## config.mk

```make
export PLATFORM = sky130hd
export DESIGN_NAME = game_ctrl_flat
export DESIGN_NICKNAME = d
export VERILOG_FILES = /design/src/rtl/game_pkg.sv /design/src/rtl/game_ctrl_if.sv /design/src/rtl/game_ctrl_frame_timer.sv /design/src/rtl/game_ctrl.sv /design/src/flat_wrapper.sv
export SDC_FILE = /design/constraint.sdc
export NUM_CORES = 1
export LEC_CHECK = 0
export ABC_AREA = 1
export CAP_MARGIN = 20
export CORE_AREA = 2 2 99 101
export DETAILED_ROUTE_END_ITERATION = 12
export DIE_AREA = 0 0 101 103
export PLACE_DENSITY = 0.81
export SETUP_SLACK_MARGIN = 0.15
export SLEW_MARGIN = 20
export SYNTH_ARGS = -nofsm -noshare
export SYNTH_HDL_FRONTEND = slang
export SYNTH_SLANG_ARGS = --single-unit
```

## constraint.sdc

```tcl
create_clock -name frame_clk -period 6.4 [get_ports frame_clk]
set_input_delay 1.28 -clock frame_clk [delete_from_list [all_inputs] [get_ports frame_clk]]
set_output_delay 1.28 -clock frame_clk [all_outputs]
set_load 0.02 [all_outputs]
```

## src/rtl/game_pkg.sv

```systemverilog
// Shared types, sizes and helpers for the Pacman game-state controller.
package game_pkg;

  typedef enum logic [1:0] {
    WAIT    = 2'd0,
    PLAY    = 2'd1,
    RESPAWN = 2'd2,
    OVER    = 2'd3
  } game_state_t;

  localparam int NUM_GHOSTS = 3;
  localparam int NUM_FRUIT  = 3;
  localparam int DIST_W     = 20;
  localparam int SCORE_W    = 16;
  localparam int LIVES_W    = 2;

  localparam int GHOST_PTS_DEF = 50;
  localparam int FRUIT_PTS_DEF = 10;

  function automatic int max_int(input int a, input int b);
    return (a > b) ? a : b;
  endfunction

  // Counter width able to hold 0 .. max(a, b) - 1, never narrower than one bit.
  function automatic int timer_width(input int a, input int b);
    int w;
    w = $clog2(max_int(a, b));
    return (w < 1) ? 1 : w;
  endfunction

  // Score accumulation that sticks at all-ones instead of wrapping.
  function automatic logic [SCORE_W-1:0] sat_add(input logic [SCORE_W-1:0] base,
                                                 input logic [SCORE_W:0]   inc);
    logic [SCORE_W:0] sum;
    sum = {1'b0, base} + inc;
    return sum[SCORE_W] ? {SCORE_W{1'b1}} : sum[SCORE_W-1:0];
  endfunction

endpackage

```

## src/rtl/game_ctrl_if.sv

```systemverilog
// Bundle between the distance datapath and the game-state controller.
interface game_ctrl_if;
  import game_pkg::*;

  // Datapath -> controller
  logic                                  hasMoved;
  logic [NUM_GHOSTS-1:0][DIST_W-1:0]     ghost_dist;
  logic [NUM_FRUIT-1:0][DIST_W-1:0]      fruit_dist;

  // Controller -> ghost / pacman / color-mapper blocks
  logic [LIVES_W-1:0]                    lives;
  logic                                  reversal;
  logic [NUM_GHOSTS-1:0]                 ghost_en;
  logic [NUM_FRUIT-1:0]                  fruit_on;
  logic                                  isDefeated;
  logic                                  freeze;
  logic                                  death;
  logic [SCORE_W-1:0]                    score;

  modport master (
    output hasMoved, ghost_dist, fruit_dist,
    input  lives, reversal, ghost_en, fruit_on, isDefeated, freeze, death, score
  );

  modport slave (
    input  hasMoved, ghost_dist, fruit_dist,
    output lives, reversal, ghost_en, fruit_on, isDefeated, freeze, death, score
  );

endinterface

```

## src/rtl/game_ctrl_frame_timer.sv

```systemverilog
// Loadable frame up-counter with a terminal-count flag.
// Shared by the power window and the respawn freeze, which never overlap.
module frame_timer #(
  parameter int WIDTH = 10
) (
  input  logic             clk,
  input  logic             rst_n,
  input  logic             load,    // restart at zero
  input  logic             en,      // advance by one frame
  input  logic [WIDTH-1:0] tc_val,  // last count of the current window
  output logic             tc
);

  logic [WIDTH-1:0] count_q, count_d;

  // Next count: restart has priority over advance.
  always_comb begin
    // NOTE: every always_comb output gets a default first so no path can leave it unassigned and infer a latch.
    count_d = count_q;
    if (load) begin
      count_d = '0;
    end else if (en) begin
      count_d = count_q + 1'b1;
    end
  end

  // Count register.
  always_ff @(posedge clk or negedge rst_n) begin
    // NOTE: sequential state uses non-blocking assignments so all flops update together at the edge.
    if (!rst_n) begin
      count_q <= '0;
    end else begin
      count_q <= count_d;
    end
  end

  assign tc = (count_q == tc_val);

endmodule

```

## src/rtl/game_ctrl.sv

```systemverilog
// Frame-rate game-state controller: lives, power window, ghost/fruit enables,
// respawn freeze, game-over and score, all updated once per frame edge.
module game_ctrl
  import game_pkg::*;
#(
  parameter int HIT_R2         = 64,
  parameter int LIVES_INIT     = 2,
  parameter int POWER_FRAMES   = 600,
  parameter int RESPAWN_FRAMES = 60,
  parameter int GHOST_PTS      = GHOST_PTS_DEF,
  parameter int FRUIT_PTS      = FRUIT_PTS_DEF
) (
  input  logic         frame_clk,
  input  logic         Reset_n,
  game_ctrl_if.slave   bus
);

  localparam int TW = timer_width(POWER_FRAMES, RESPAWN_FRAMES);

  localparam logic [DIST_W-1:0]  HIT_LIM    = DIST_W'(HIT_R2);
  localparam logic [LIVES_W-1:0] LIVES_RST  = LIVES_W'(LIVES_INIT);
  localparam logic [SCORE_W:0]   GHOST_INC  = (SCORE_W + 1)'(GHOST_PTS);
  localparam logic [SCORE_W:0]   FRUIT_INC  = (SCORE_W + 1)'(FRUIT_PTS);
  localparam logic [TW-1:0]      POWER_TC   = TW'(POWER_FRAMES - 1);
  localparam logic [TW-1:0]      RESPAWN_TC = TW'(RESPAWN_FRAMES - 1);

  game_state_t            state_q,       state_d;
  logic [LIVES_W-1:0]     lives_q,       lives_d;
  logic                   reversal_q,    reversal_d;
  logic [NUM_GHOSTS-1:0]  ghost_en_q,    ghost_en_d;
  logic [NUM_FRUIT-1:0]   fruit_on_q,    fruit_on_d;
  logic                   is_defeated_q, is_defeated_d;
  logic                   freeze_q,      freeze_d;
  logic                   death_q,       death_d;
  logic [SCORE_W-1:0]     score_q,       score_d;

  logic [NUM_GHOSTS-1:0]  ghit;
  logic [NUM_FRUIT-1:0]   fhit;
  logic [SCORE_W:0]       pts_inc;
  logic                   fruit_taken;

  logic                   timer_load;
  logic                   timer_en;
  logic                   timer_tc;
  logic [TW-1:0]          timer_tc_val;

  // One counter serves both windows; the state says which length applies.
  assign timer_tc_val = (state_q == RESPAWN) ? RESPAWN_TC : POWER_TC;

  frame_timer #(
    .WIDTH (TW)
  ) u_frame_timer (
    .clk    (frame_clk),
    .rst_n  (Reset_n),
    .load   (timer_load),
    .en     (timer_en),
    .tc_val (timer_tc_val),
    .tc     (timer_tc)
  );

  // Collision terms, masked by what is currently alive / present.
  always_comb begin
    ghit = '0;
    fhit = '0;
    for (int i = 0; i < NUM_GHOSTS; i++) begin
      ghit[i] = (bus.ghost_dist[i] < HIT_LIM) && ghost_en_q[i];
    end
    for (int j = 0; j < NUM_FRUIT; j++) begin
      fhit[j] = (bus.fruit_dist[j] < HIT_LIM) && fruit_on_q[j];
    end
  end

  // Per-frame game rules and state transitions.
  always_comb begin
    state_d       = state_q;
    lives_d       = lives_q;
    reversal_d    = reversal_q;
    ghost_en_d    = ghost_en_q;
    fruit_on_d    = fruit_on_q;
    is_defeated_d = 1'b0;
    freeze_d      = freeze_q;
    death_d       = death_q;
    score_d       = score_q;
    pts_inc       = '0;
    fruit_taken   = 1'b0;
    timer_load    = 1'b0;
    timer_en      = 1'b0;

    unique case (state_q)
      WAIT: begin
        freeze_d = 1'b0;
        if (bus.hasMoved) begin
          state_d = PLAY;
        end
      end

      PLAY: begin
        if (!reversal_q && (|ghit)) begin
          // Pacman caught: the death path wins over any fruit this frame.
          is_defeated_d = 1'b1;
          reversal_d    = 1'b0;
          ghost_en_d    = '1;
          freeze_d      = 1'b1;
          timer_load    = 1'b1;
          if (lives_q == '0) begin
            state_d = OVER;
            death_d = 1'b1;
          end else begin
            lives_d = lives_q - 1'b1;
            state_d = RESPAWN;
          end
        end else begin
          // Ghosts caught during the power window are eaten and each one scores.
          if (reversal_q) begin
            for (int i = 0; i < NUM_GHOSTS; i++) begin
              if (ghit[i]) begin
                ghost_en_d[i] = 1'b0;
                pts_inc       = pts_inc + GHOST_INC;
              end
            end
          end

          // Lowest-index fruit wins; others stay for later frames.
          for (int j = 0; j < NUM_FRUIT; j++) begin
            if (fhit[j] && !fruit_taken) begin
              fruit_on_d[j] = 1'b0;
              pts_inc       = pts_inc + FRUIT_INC;
              fruit_taken   = 1'b1;
            end
          end

          if (fruit_taken) begin
            // A fruit opens the window or restarts it from zero.
            reversal_d = 1'b1;
            timer_load = 1'b1;
          end else if (reversal_q) begin
            if (timer_tc) begin
              reversal_d = 1'b0;
              timer_load = 1'b1;
              ghost_en_d = '1;
            end else begin
              timer_en = 1'b1;
            end
          end

          score_d = sat_add(score_q, pts_inc);
        end
      end

      RESPAWN: begin
        reversal_d = 1'b0;
        if (timer_tc) begin
          state_d    = WAIT;
          freeze_d   = 1'b0;
          timer_load = 1'b1;
        end else begin
          timer_en = 1'b1;
        end
      end

      OVER: begin
        death_d  = 1'b1;
        freeze_d = 1'b1;
      end

      default: begin
        state_d = WAIT;
      end
    endcase
  end

  // Registered game state and outputs.
  always_ff @(posedge frame_clk or negedge Reset_n) begin
    if (!Reset_n) begin
      state_q       <= WAIT;
      lives_q       <= LIVES_RST;
      reversal_q    <= 1'b0;
      ghost_en_q    <= '1;
      fruit_on_q    <= '1;
      is_defeated_q <= 1'b0;
      freeze_q      <= 1'b0;
      death_q       <= 1'b0;
      score_q       <= '0;
    end else begin
      state_q       <= state_d;
      lives_q       <= lives_d;
      reversal_q    <= reversal_d;
      ghost_en_q    <= ghost_en_d;
      fruit_on_q    <= fruit_on_d;
      is_defeated_q <= is_defeated_d;
      freeze_q      <= freeze_d;
      death_q       <= death_d;
      score_q       <= score_d;
    end
  end

  assign bus.lives      = lives_q;
  assign bus.reversal   = reversal_q;
  assign bus.ghost_en   = ghost_en_q;
  assign bus.fruit_on   = fruit_on_q;
  assign bus.isDefeated = is_defeated_q;
  assign bus.freeze     = freeze_q;
  assign bus.death      = death_q;
  assign bus.score      = score_q;

endmodule

```

## src/flat_wrapper.sv

```systemverilog
// flat-port wrapper written by rule: the top's interface ports become plain ports
module game_ctrl_flat import game_pkg::*;
#(
  parameter int HIT_R2         = 64,
  parameter int LIVES_INIT     = 2,
  parameter int POWER_FRAMES   = 600,
  parameter int RESPAWN_FRAMES = 60,
  parameter int GHOST_PTS      = GHOST_PTS_DEF,
  parameter int FRUIT_PTS      = FRUIT_PTS_DEF
)
  (frame_clk, Reset_n, bus_hasMoved, bus_ghost_dist, bus_fruit_dist, bus_lives, bus_reversal, bus_ghost_en, bus_fruit_on, bus_isDefeated, bus_freeze, bus_death, bus_score);
  game_ctrl_if bus_i ();
  input  logic frame_clk;
  input  logic Reset_n;
  input wire logic [$bits(bus_i.hasMoved)-1:0] bus_hasMoved;
  input wire logic [$bits(bus_i.ghost_dist)-1:0] bus_ghost_dist;
  input wire logic [$bits(bus_i.fruit_dist)-1:0] bus_fruit_dist;
  output wire logic [$bits(bus_i.lives)-1:0] bus_lives;
  output wire logic [$bits(bus_i.reversal)-1:0] bus_reversal;
  output wire logic [$bits(bus_i.ghost_en)-1:0] bus_ghost_en;
  output wire logic [$bits(bus_i.fruit_on)-1:0] bus_fruit_on;
  output wire logic [$bits(bus_i.isDefeated)-1:0] bus_isDefeated;
  output wire logic [$bits(bus_i.freeze)-1:0] bus_freeze;
  output wire logic [$bits(bus_i.death)-1:0] bus_death;
  output wire logic [$bits(bus_i.score)-1:0] bus_score;
  assign bus_i.hasMoved = bus_hasMoved;
  assign bus_i.ghost_dist = bus_ghost_dist;
  assign bus_i.fruit_dist = bus_fruit_dist;
  assign bus_lives = bus_i.lives;
  assign bus_reversal = bus_i.reversal;
  assign bus_ghost_en = bus_i.ghost_en;
  assign bus_fruit_on = bus_i.fruit_on;
  assign bus_isDefeated = bus_i.isDefeated;
  assign bus_freeze = bus_i.freeze;
  assign bus_death = bus_i.death;
  assign bus_score = bus_i.score;
  game_ctrl #(.HIT_R2(HIT_R2), .LIVES_INIT(LIVES_INIT), .POWER_FRAMES(POWER_FRAMES), .RESPAWN_FRAMES(RESPAWN_FRAMES), .GHOST_PTS(GHOST_PTS), .FRUIT_PTS(FRUIT_PTS)) u_core (.frame_clk(frame_clk), .Reset_n(Reset_n), .bus(bus_i));
endmodule
```

* Word level (Yosys, flattened, before mapping) *
Index checks and enable logic that the tools add are counted.
W data, S select, Z words.

word-level totals
  bits in registers = 40
  output and inout bits = 28
  logic and storage cells = 131

operators by class
  $add $sub $neg = 8
  magnitude comparators = 6
  equal/unequal tests = 8
  multiplexer cells = 68
  bitwise gates (word level) = 2
  reductions and logical operators = 27

operator list
  kind                     number
  $mux W17                 20
  $lt A20 B7 Y1 const B    6
  $add A17 B4 Y17 const B  3
  $add A17 B6 Y17 const B  2
  $mux W10                 3
  $mux W1                  29
  $add A16 B17 Y17         1
  $mux W16                 1
  $mux W3                  5
  $reduce_and A3 Y1        5
  $add A10 B1 Y10 const B  1
  $eq A10 B10 Y1           1
  $logic_and A1 B1 Y1      9
  $pmux W1 S2              4
  $mux W2                  3
  $mux W6                  1
  $ne A2 B1 Y1 const B     3
  $pmux W2 S3              1
  $reduce_bool A2 Y1       3
  $eq A2 B2 Y1 const B     2
  $logic_not A2 Y1         2
  $pmux W1 S4              1
  $reduce_and A2 Y1        2
  $reduce_and A4 Y1        1
  7 further kinds          10

* Longest topological paths before layout *
  depth in word-level cells = 30
  gate-level depth with buffers = 37

* Modules after synthesis *
From an unflattened synthesis, not the netlist that was laid out.

unflattened totals
  cell total of the unflattened synthesis = 559
  area total of the unflattened synthesis = 3683.5 um^2

modules (own cells, without submodules)
  module       instances  cells each  area an instance (um^2)  sequential area each (um^2)
  game_ctrl    1          458         2986.6                   759.5
  frame_timer  1          101         696.9                    250.2

* Worst setup path before layout *
OpenSTA, ideal clock, no wires.

  path kind = input to register
  start point = input port bus_ghost_dist[33]
  end point = register u_core.score_q[13] (netlist: u_core.bus.score[13])
  library setup time = 0.083 ns
  arrival time = 5.828 ns
  data required time = 6.317 ns
  setup slack = 0.489 ns
  cell stages on the path = 32
  buffers on the path = 0
  cell sequence = or4_1 nor4_1 inv_1 nor2_1 ha_1 inv_1 nand4_1 nand2_2 nand4_1 nand2_1 inv_1 ha_1 or2_2 nand2_1 inv_1 ha_1 inv_1 nand2_1 nand2_1 nor2_2 xor2_1 ha_1 inv_1 nor3_1 nand2_1 o211ai_1 a21oi_1 o21ai_1 a21oi_1 nor3_1 nand2_1 o21ai_0

between the ends
  longest elaborated chain between the ends = 25
  elaborated cells on any way between the ends = 29
  classes of those cells = add/sub: 5; order compare: 1; mux: 18; bitwise: 1; reduce/logical: 4

ends and longest elaborated chain
  item                     RTL line            text
  from (decl)              flat_wrapper.sv:16  input wire logic [$bits(bus_i.ghost_dist)-1:0] bus_ghost_dist;
  $lt A20 B7 Y1 (*)        game_ctrl.sv:66     ghit[i] = (bus.ghost_dist[i] < HIT_LIM) && ghost_en_q[i];
  $logic_and A1 B1 Y1 (*)  game_ctrl.sv:66
  $mux W17                 game_ctrl.sv:116    if (ghit[i]) begin
  $mux W17                 game_ctrl.sv:114    if (reversal_q) begin
  $mux W17                 game_ctrl.sv:98     if (!reversal_q && (|ghit)) begin
  $mux W17                 game_ctrl.sv:89     unique case (state_q)
  $add A17 B6 Y17          game_ctrl.sv:118    pts_inc = pts_inc + GHOST_INC;
  $mux W17                 game_ctrl.sv:116
  [... 9 more ...]         -
  $mux W17                 game_ctrl.sv:98
  $mux W17                 game_ctrl.sv:89
  $add A17 B4 Y17          game_ctrl.sv:127    pts_inc = pts_inc + FRUIT_INC;
  $mux W17                 game_ctrl.sv:125    if (fhit[j] && !fruit_taken) begin
  $mux W17                 game_ctrl.sv:98
  $mux W17                 game_ctrl.sv:89
  $add A16 B17 Y17         game_pkg.sv:35      sum = {1'b0, base} + inc;
  $mux W16                 game_pkg.sv:36      return sum[SCORE_W] ? {SCORE_W{1'b1}} : sum[SCORE_W-1:0];
  to (signal assigned)     game_ctrl.sv:193    score_q <= score_d;
  to (decl)                game_ctrl.sv:35     logic [SCORE_W-1:0] score_q, score_d;

Every way passes the cells marked *; elsewhere a longest branch is shown, timed or not. The select of a mux whose other input is x is not followed.
A chain may end at the register's enable or synchronous reset.

* Worst setup path after layout *
  start point = input port bus_ghost_dist[26]
  end point = register u_core.score_q[3] (netlist: u_core.bus.score[3])

Same word-level chain as after synthesis.

==> impl_metrics.tcl <==
set metrics [dict create \
    globalRouteTotalUtil 0.190 \
    count_of_different_cell_masters_after_synthesis 47 \
    wire_per_inst_um 13.3 \
    pre_cts_ws_ps -286 \
    timing.critical_path.fanout_max 8 \
    antenna_left 0 \
    fillCellCount 834 \
    maxCapViolCount 0 \
    mostFrequentLayoutCells "106 x sky130_fd_sc_hd__clkdlybuf4s50_1, 90 x sky130_fd_sc_hd__nand2_1, 69 x sky130_fd_sc_hd__inv_1, 69 x sky130_fd_sc_hd__nor2_1, 34 x sky130_fd_sc_hd__buf_4" \
    synth-main-ff-cell "sky130_fd_sc_hd__dfrtp_1" \
    layoutNonFillerInstCount 779 \
    area_delta_synth_final_pct 51.5 \
    holdBufCountCts 0 \
    timing.slew.headroom 0.365 \
    maximum_number_of_pins_on_one_net_before_global_route_repair 41 \
    h-tree-depth 2 \
    final_common_cell "sky130_fd_sc_hd__clkdlybuf4s50_1" \
    seq_cells_post_synth 40 \
    gr-total-overflow 0 \
    cts.sink_count 40 \
    final.period_utilization 0.933 \
    count_of_flip_flops_with_a_built_in_enable_after_synthesis 0 \
    post-dp-hpwl_mm 7.86 \
    power.ir.vdd_worst_mv 0.118 \
    cts_root_buffer "sky130_fd_sc_hd__clkbuf_8" \
    required_time_of_the_critical_path_ps 6630 \
    vias_per_cell 5.13 \
    timing_worst_slew_pin_value_ps 949 \
    port_buffers 114 \
    report.final.hold_viol_count 0 \
    start_kind "input port" \
    rsz0062_at_grt "no" \
    worst_skew_pair.late_latency_ps 300 \
    rows 36 \
    slowest_delay_ps 540 \
    dp.cells 766 \
    endpoint_kind "register" \
    final.setup.worst_slack_ps 428 \
    die_height_um 103 \
    number_of_antenna_violations_at_the_first_check_in_global_routing 0 \
    grt_pass1_wl_mm 16.3 \
    arrival_worst_endpoint_ps 6210 \
    max_freq_mhz 167 \
    leakage_nw 2.53 \
    synth_sequential_area_ratio 0.282 \
    cts.path.max_buffers 2 \
    critical-path-top-cell-by-count "sky130_fd_sc_hd__inv_2" \
    numCtsBuffers 5 \
    antenna_cells_inserted 0 \
    finalNetCount 810 \
    layout_min_cycle_time_ps 5970 \
    netlist_instances 510 \
    initialDrtViolationCount 190 \
    remaining_drc_errors 0 \
    grt_pass1_vias 3966 \
    critPathKind "in2reg" \
    gp_congestion 0.882 \
    fin_worst_skew_ps 9.66 \
    clock_tree_from_tritoncts "yes" \
    fp.dieArea_um2 10400 \
    i_o_pin_total 151 \
    final_layout_size_suffix_gt1_frac 0.192 \
    syn_avg_cell_area_um2 7.02 \
    route.final.wire_length_mm 10.4 \
    core_region_area_um2 9460 \
    synth_area_um2 3580 \
    critical_path.slowest_cell "sky130_fd_sc_hd__or4_4" \
    start_util 0.378 \
    setup_violations 0 \
    holdCritPathClass "reg2reg" \
    floorplan.die.width_um 101 \
    yosys_warnings 0 \
    power_density_nw_per_um2 241 \
    synth-async-reset-ratio 1.00 \
    clk_pin_slew_worst_paths_ps 80 \
    detailroute.via_count 3993 \
    status "completed" \
    timing.final.max_slew_violations 0 \
    firstDrtPassIters 5 \
]
what timing repair did:
item                                    CTS  global route
pin swaps                                 0            27
endpoints found under the setup margin   15            16
gates resized for setup                   5            47
setup buffers                             0             5
cell families after synthesis:
family          synth area share
simple gates               0.393
buf+inv                   0.0888
compound gates             0.101
flops                      0.282
fa+ha+maj                 0.0825
xor+xnor                  0.0514
other cells              0.00105
final timing paths:
| check | endpoint | from | slack (ps) | cells after the start |
|---|---|---|---|---|
| setup / recovery | u_core.bus.score[3] | bus_ghost_dist[26] | 430 | 33 |
| hold / removal | u_core.bus.fruit_on[2] | u_core.bus.fruit_on[2] | 470 | 2 |
| setup reg to reg | u_core.bus.score[3] | u_core.bus.ghost_en[0] | 1790 | 30 |
| hold reg to reg | u_core.bus.fruit_on[2] | u_core.bus.fruit_on[2] | 470 | 2 |
| max in group asynchronous | u_core.bus.reversal | Reset_n | 4730 | 1 |
| min in group asynchronous | u_core.bus.score[2] | Reset_n | 1110 | 1 |
critical path, delay by kind of cell:
family	cells	cell delay (ps)
AO/OA/AOI/OAI	6	840
AND/OR/NAND/NOR	14	2330
XOR/XNOR	1	170
adder cells (fa/ha/maj)	4	910
buffers and inverters	8	690
metal layers:
layer  global-route usage  wire [um]  vias to the layer above
met1                0.207       4210                     1868
met3               0.0325        591                       21
met4               0.0624        163                        0
met5                    0          0                        -
li1                     -          -                     1989
met2                0.370       5420                      115
stage by stage:
stage | hold slack [ps] | total power (W) | cell area [um^2] | util | setup TNS (ps)
6_report | 473 | 0.00130 | 5420 | 0.573 | 0
5_1_grt | 491 | 0.00140 | 5420 | 0.573 | 0
3_3_place_gp | 451 | 0.00101 | 5070 | 0.536 | -2080
4_1_cts | 476 | 0.00126 | 5200 | 0.550 | 0
2_1_floorplan | 462 | 0.000783 | 3590 | - | 0
3_5_place_dp | 459 | 0.00104 | 5070 | 0.536 | -3600
cells in the mapped netlist (all sizes together), types with 7 or more instances:
master,count,area share
nor3,14,0.021
a21oi,27,0.039
xnor2,7,0.017
xor2,14,0.034
nand3,33,0.061
dfrtp,33,0.23
dfstp,7,0.051
o21ai,18,0.025
ha,22,0.077
inv,78,0.082
nand2,110,0.13
nor2,78,0.093
nand4,23,0.046
nor4,15,0.026
cell type report:
cell class	instances	area, um^2	area share
Timing Repair Buffer	150	1430	0.264
Clock buffer	6	72.6	0.0134
Tap cell	114	143	0.0263
Inverter	78	293	0.0540
Sequential cell	40	1010	0.186
Multi-Input combinational cell	389	2440	0.450
Clock inverter	2	35.0	0.00646
sequential cells by signal, summed over array words and instances (netlist names):
name / cells
u_core.bus.score: 16
u_core.u_frame_timer.count_q: 10
u_core.bus.fruit_on: 3
u_core.bus.ghost_en: 3
u_core.bus.lives: 2
u_core.state_q: 2
u_core.bus.death: 1
u_core.bus.freeze: 1
u_core.bus.isDefeated: 1
u_core.bus.reversal: 1
where the power goes:
group / internal (W) / total (W) / switching (W) / leakage [nW]
registers: 0.000330 / 0.000412 / 0.0000819 / 0.456
clock network: 0.000116 / 0.000210 / 0.0000946 / 0.0552
logic: 0.000294 / 0.000682 / 0.000388 / 2.02
total: 0.000739 / 0.00130 / 0.000565 / 2.53
Power figures use the tool's default switching activity.
